**config.mk**
```make
export PLATFORM = sky130hd
export DESIGN_NAME = wb_regfile
export DESIGN_NICKNAME = d
export VERILOG_FILES = /design/src/rtl/wb_regfile.sv
export SDC_FILE = /design/constraint.sdc
export NUM_CORES = 2
export LEC_CHECK = 0
export CORE_MARGIN = 5
export CORE_UTILIZATION = 40
export DETAILED_ROUTE_END_ITERATION = 7
export PLACE_DENSITY = 0.67
export SKIP_CTS_REPAIR_TIMING = 1
export SYNTH_ARGS = -nofsm -noshare
export SYNTH_HDL_FRONTEND = slang
export SYNTH_SLANG_ARGS = --single-unit
```
**constraint.sdc**
```tcl
create_clock -name Clk -period 3.2 [get_ports Clk]
set_input_delay 0.64 -clock Clk [delete_from_list [all_inputs] [get_ports Clk]]
set_output_delay 0.64 -clock Clk [all_outputs]
set_load 0.01 [all_outputs]
```
**src/rtl/wb_regfile.sv**
```systemverilog
// Write-back stage: selects the write-back value and commits it to the register file.
// Read ports bypass a same-cycle commit; a small retire record tracks the last write.
module wb_regfile #(
  parameter int DATA_W = 32,
  parameter int ADDR_W = 5
) (
  input  logic              Clk,
  input  logic              Reset,
  input  logic              RegWriteSig,
  input  logic              MemToRegSig,
  input  logic              MemToReg2,
  input  logic [DATA_W-1:0] DmemRdata,
  input  logic [DATA_W-1:0] ALUResult,
  input  logic [DATA_W-1:0] PC4WB,
  input  logic [ADDR_W-1:0] WriteReg,
  input  logic [ADDR_W-1:0] ReadReg1,
  input  logic [ADDR_W-1:0] ReadReg2,
  output logic [DATA_W-1:0] ReadData1,
  output logic [DATA_W-1:0] ReadData2,
  output logic [DATA_W-1:0] WriteData,
  output logic [ADDR_W-1:0] LastWriteReg,
  output logic [DATA_W-1:0] LastWriteData,
  output logic [31:0]       WriteCount
);

  localparam int DEPTH = 1 << ADDR_W;

  logic [DATA_W-1:0] regMem [DEPTH];
  logic              commit;

  // Link write-back outranks the memory load select
  always_comb begin
    WriteData = ALUResult;
    if (MemToReg2)        WriteData = PC4WB;
    else if (MemToRegSig) WriteData = DmemRdata;
  end

  assign commit = RegWriteSig && (WriteReg != '0);

  always_ff @(posedge Clk or negedge Reset) begin
    if (!Reset) begin
      for (int i = 0; i < DEPTH; i++) regMem[i] <= '0;
      LastWriteReg  <= '0;
      LastWriteData <= '0;
      WriteCount    <= '0;
    end else if (commit) begin
      regMem[WriteReg] <= WriteData;
      LastWriteReg     <= WriteReg;
      LastWriteData    <= WriteData;
      WriteCount       <= WriteCount + 32'd1;
    end
  end

  always_comb begin
    ReadData1 = '0;
    if (ReadReg1 != '0) begin
      if (commit && (WriteReg == ReadReg1)) ReadData1 = WriteData;
      else                                  ReadData1 = regMem[ReadReg1];
    end
  end

  always_comb begin
    ReadData2 = '0;
    if (ReadReg2 != '0) begin
      if (commit && (WriteReg == ReadReg2)) ReadData2 = WriteData;
      else                                  ReadData2 = regMem[ReadReg2];
    end
  end

endmodule
```
Word level (Yosys, flattened, before mapping) --
Cells that the tools add are included.
Cells by class: equality and inequality tests 2, muxes and demuxes 15, reduce and logical (&&, ||, !) cells 7, $lt $le $gt $ge 4, $add $sub $neg 1, bitwise operators 3
Operators by type and width (count):
- 1024-bit bitwise mux | 1
- 32-bit two-way mux | 11
- 32-bit binary-select mux with 5-bit select | 2
- 32-bit demux with 5-bit select | 1
- 32-bit by 1-bit adder with 32-bit output, second input constant | 1
- 6-bit greater-or-equal comparator, second input constant | 3
- 5-bit NOT with 6-bit output | 3
- 5-bit nonzero test | 3
- 5-bit equality test | 2
- 6-bit by 1-bit < comparator with 1-bit output, second input constant | 1
- 1-bit logical AND | 4
Word-level totals: bits in registers 1093, output and inout port bits 165, logic and storage cells 67, input bits 116

Logic depth before layout (Yosys ltp) --
depth after elaboration 6, gate-level depth with buffers 10

Worst setup path before layout --
Ideal clock, no wire load.
path type input port to output port, start in ReadReg1[0], end out ReadData1[11], arrival 2.222 ns, stages on the path 8, path slack 0.338 ns, buffers on the path 3, cell sequence buf_6 buf_6 buf_2 mux4_2 a22oi_1 nand2_1 nand2_1 o2111ai_1
Between the ends: word-level cells in the longest chain between the ends 6, elaborated cells between the ends (all ways) 9
RTL lines:
- start: declaration | RTL line 16 | input logic [ADDR_W-1:0] ReadReg1,
- 5-bit NOT with 6-bit output (not written as such) | RTL line 58 | else ReadData1 = regMem[ReadReg1];
- 32-bit binary-select mux with 5-bit select | RTL line 58
- 32-bit two-way mux (not written as such) (2 in a row) | RTL line 58
- 32-bit two-way mux | RTL line 57 | if (commit && (WriteReg == ReadReg1)) ReadData1 = WriteData;
- 32-bit two-way mux * | RTL line 56 | if (ReadReg1 != '0) begin
- end: declaration | RTL line 18 | output logic [DATA_W-1:0] ReadData1,
Every way passes the cells marked *; elsewhere a longest branch is shown, timed or not. The select of a mux whose other input is x is not followed.

Final worst setup path --
start in WriteReg[4], end out ReadData1[30]
Between the ends: word-level cells in the longest chain between the ends 5, elaborated cells between the ends (all ways) 6
RTL lines:
- start: declaration | RTL line 15 | input logic [ADDR_W-1:0] WriteReg,
- 5-bit nonzero test | RTL line 38 | assign commit = RegWriteSig && (WriteReg != '0);
- 1-bit logical AND | RTL line 38
- 1-bit logical AND * | RTL line 57
- 32-bit two-way mux * | RTL line 57
- 32-bit two-way mux * | RTL line 56
Every way passes the cells marked *; elsewhere a longest branch is shown, timed or not.

==> results.json <==
{
  "grt_pass1_vias": 46380,
  "synth.yosys.seq_area_share_pct": 48.4,
  "p_leak_nw": 32.1,
  "tightest_slew_ns": 0.737,
  "die_width_um": 386,
  "finalSetupViolCount": 60,
  "hold_violations": 0,
  "drive_gt1_share_pct": 28.9,
  "antenna_left": 0,
  "synth_edf_count": 0,
  "crit_path_end_kind": "primary output",
  "dp_cells": 7512,
  "nNetsFinal": 6014,
  "cp-start-kind": "input port",
  "syn_avg_cell_area_um2": 10.6,
  "worstPathArrival_ns": 2.93,
  "cp_cell_sequence": "buf_2 > buf_8 > xnor2_2 > nand4_1 > nor3_4 > buf_4 > buf_6 > nor2_4 > buf_12 > buf_12 > a32oi_2 > nand3b_1 > buf_2",
  "post_synth_inst_count": 5338,
  "routed_wl_mm": 227,
  "report.power.total_w": 0.0429,
  "hpwlAfterDp_mm": 143,
  "fin_ws_ns": -0.366,
  "dp_worst_setup_slack_ns": -1.50,
  "maxCapViolCount": 0,
  "cts_inserted_buffers": 116,
  "vdd_drop_max_mv": 0.425,
  "ys.flop_type": "dfrtp_1",
  "max_clock_freq_mhz": 280,
  "cts.reportedPaths.clkPinSlew_ns": 0.06,
  "yosysWarnings": 0,
  "port_buffers": 280,
  "crit_fanout": 5,
  "cts_root_buf": "clkbuf_16",
  "critical_path_required_ns": 2.56,
  "rsz0062_at_grt": "yes",
  "via_per_inst": 6.25,
  "gp_congestion": 0.923,
  "layout.cell_area.non_filler_um2": 73300,
  "clockBufferDepth": 3,
  "min_period_over_period_pct": 111,
  "post-route-util_pct": 51.9,
  "clock-sinks": 1093,
  "slew_headroom_pct": 50.9,
  "start_util_pct": 40.1,
  "antenna_found_initial": 12,
  "ys_ff_latch": 1093,
  "rows": 138,
  "cts.htree.levels": 3,
  "critPathKind": "in2out",
  "area_delta_synth_final_pct": 29.6,
  "pin_count": 281,
  "cts_tree": "yes",
  "die_y_um": 386,
  "vias": 49316,
  "drv_slew": 0,
  "synth_cell_type_count": 67,
  "fp.dieArea_um2": 149000,
  "max_stage_delay_ns": 0.38,
  "clock_latency_ns": 0.74,
  "drt_iter0_markers": 7134,
  "grt_max_degree": 110,
  "grtUsageTotal_pct": 28.7,
  "place_area_um2": 65300,
  "violations": "setup timing",
  "synthesis.nets": 5455,
  "min_path_type": "in2reg",
  "core-area_um2": 141000,
  "outcome": "finished, violations left",
  "post-route-min-period_ns": 3.57,
  "grt_overflow_total": 0,
  "first_pass_iters": 7,
  "synth_area_um2": 56500,
  "wl_per_cell_um": 28.8,
  "remaining_drc_errors": 0,
  "fin_skew_ns": 0.00534,
  "synthArstFlopShare_pct": 100,
  "layoutNonFillerInstCount": 7891,
  "grt_pass1_wl_mm": 316,
  "p_per_area_nw_per_um2": 585,
  "slowest_stage": "nor3_4"
}
logic make-up after synthesis:
| kind of cell | after synthesis | share of synthesized area, % |
|---|---|---|
| and+or+nand+nor | 1520 | 10.9 |
| AOI/OAI and AO/OA | 1426 | 14.1 |
| DFF | 1093 | 48.4 |
| muxes | 656 | 21.0 |
| xor gates and xnor gates | 41 | 0.635 |
| adders and majority gates | 1 | 0.0221 |
| buffers and inverters | 601 | 4.93 |
layout by cell type, fill, tap and decap left out, drive strengths merged, types with 8 or more instances in the layout:
cell	instances
mux2i	226
a21oi	59
a221oi	48
nand2	1220
clkbuf	207
o22ai	88
and3	10
clkdlybuf4s50	197
bufinv	14
clkinv	27
o221ai	20
a22oi	34
nand3	90
nor2	84
a221o	27
buf	747
o2111ai	9
nor2b	25
dfrtp	1093
nor3	45
nand4	15
o21ai	1064
inv	56
xnor2	34
a211oi	18
mux2	8
o211ai	24
mux4	422
metal layers:
layer  vias up  track usage [%]  wire, um
met3       716             9.99     34100
met4        10             11.6     11200
met1     24472             39.6     84200
li1      20393                -         -
met5         -                0       109
met2      3725             41.5     97700
stage by stage:
| step | TNS, ns | hold WS [ns] |
|---|---|---|
| detailed placement | -76.37 | 0.382 |
| global placement | -75.46 | 0.376 |
| global route | -12.28 | 0.316 |
| floorplan | 0 | 0.344 |
| CTS | -72.27 | -0.177 |
| finish | -10.46 | 0.301 |
flip-flops by register name, summed over array words and instances, names as in the netlist:
name	count
regMem	1024
LastWriteData	32
WriteCount	32
LastWriteReg	5
Yosys cell counts (6+ instances only):
cell       instances  area share (%)
a211oi_1          18            0.24
nand4_1           15            0.17
buf_4             42            0.56
xor2_1             7            0.11
nand2_1         1219             8.1
o22ai_1           88            0.97
buf_1             11           0.073
nor2b_1           25            0.28
a22oi_1           34            0.45
buf_2             79            0.70
inv_1             52            0.35
buf_8              9            0.24
a221oi_1          47            0.73
nor2_1            83            0.55
mux2i_1          226             4.0
a31oi_1            6           0.066
o21ai_0         1064             9.4
nand3_1           88            0.78
o2111ai_1          9            0.14
a2111oi_0          7            0.11
a21oi_1           59            0.52
xnor2_1           34            0.53
mux2_2             8            0.16
a221o_1           27            0.48
and3_1            10            0.11
nor3_1            41            0.36
o211ai_1          24            0.32
mux4_2           422              17
o221ai_1          20            0.31
buf_6             21            0.42
dfrtp_1         1093              48
clkbuf_1         385             2.6
worst max-delay path, delay by kind of cell:
| kind | cells | cell delay [ns] |
|---|---|---|
| compound gates | 1 | 0.17 |
| simple gates | 4 | 0.88 |
| xor+xnor | 1 | 0.14 |
| buf+inv | 7 | 1.08 |
final cells by class:
| type | count | area (um^2) |
|---|---|---|
| diodes | 7 | 17.5 |
| clock buffers | 166 | 3390 |
| clock inverters | 49 | 661 |
| fillers | 12035 | 67800 |
| inverters | 53 | 201 |
| multi-input cells | 3645 | 28500 |
| flip-flops and latches | 1093 | 27400 |
| well taps | 1890 | 2360 |
| repair buffers | 988 | 10800 |
final timing paths:
| check | from | endpoint | slack, ns | cells past startpoint |
|---|---|---|---|---|
| hold reg to reg | regMem[1008]$_DFFE_PN0P_ | regMem[1008]$_DFFE_PN0P_ | 0.40 | 0 |
| setup / recovery | WriteReg[4] | ReadData1[30] | -0.37 | 13 |
| hold / removal | WriteReg[2] | LastWriteReg[2]$_DFFE_PN0P_ | 0.30 | 3 |
| setup reg to reg | WriteCount[4]$_DFFE_PN0P_ | WriteCount[31]$_DFFE_PN0P_ | 1.17 | 5 |
| max in group asynchronous | Reset | regMem[1]$_DFFE_PN0P_ | 1.73 | 4 |
| min in group asynchronous | Reset | LastWriteData[26]$_DFFE_PN0P_ | 0.44 | 2 |
report_power, final:
part,internal [W],total (W),switching (W)
combinational,0.00489,0.0101,0.00519
sequential,0.0163,0.0182,0.00198
clock,0.00848,0.0145,0.00604
Note: power is estimated with default switching activity, not from simulation.
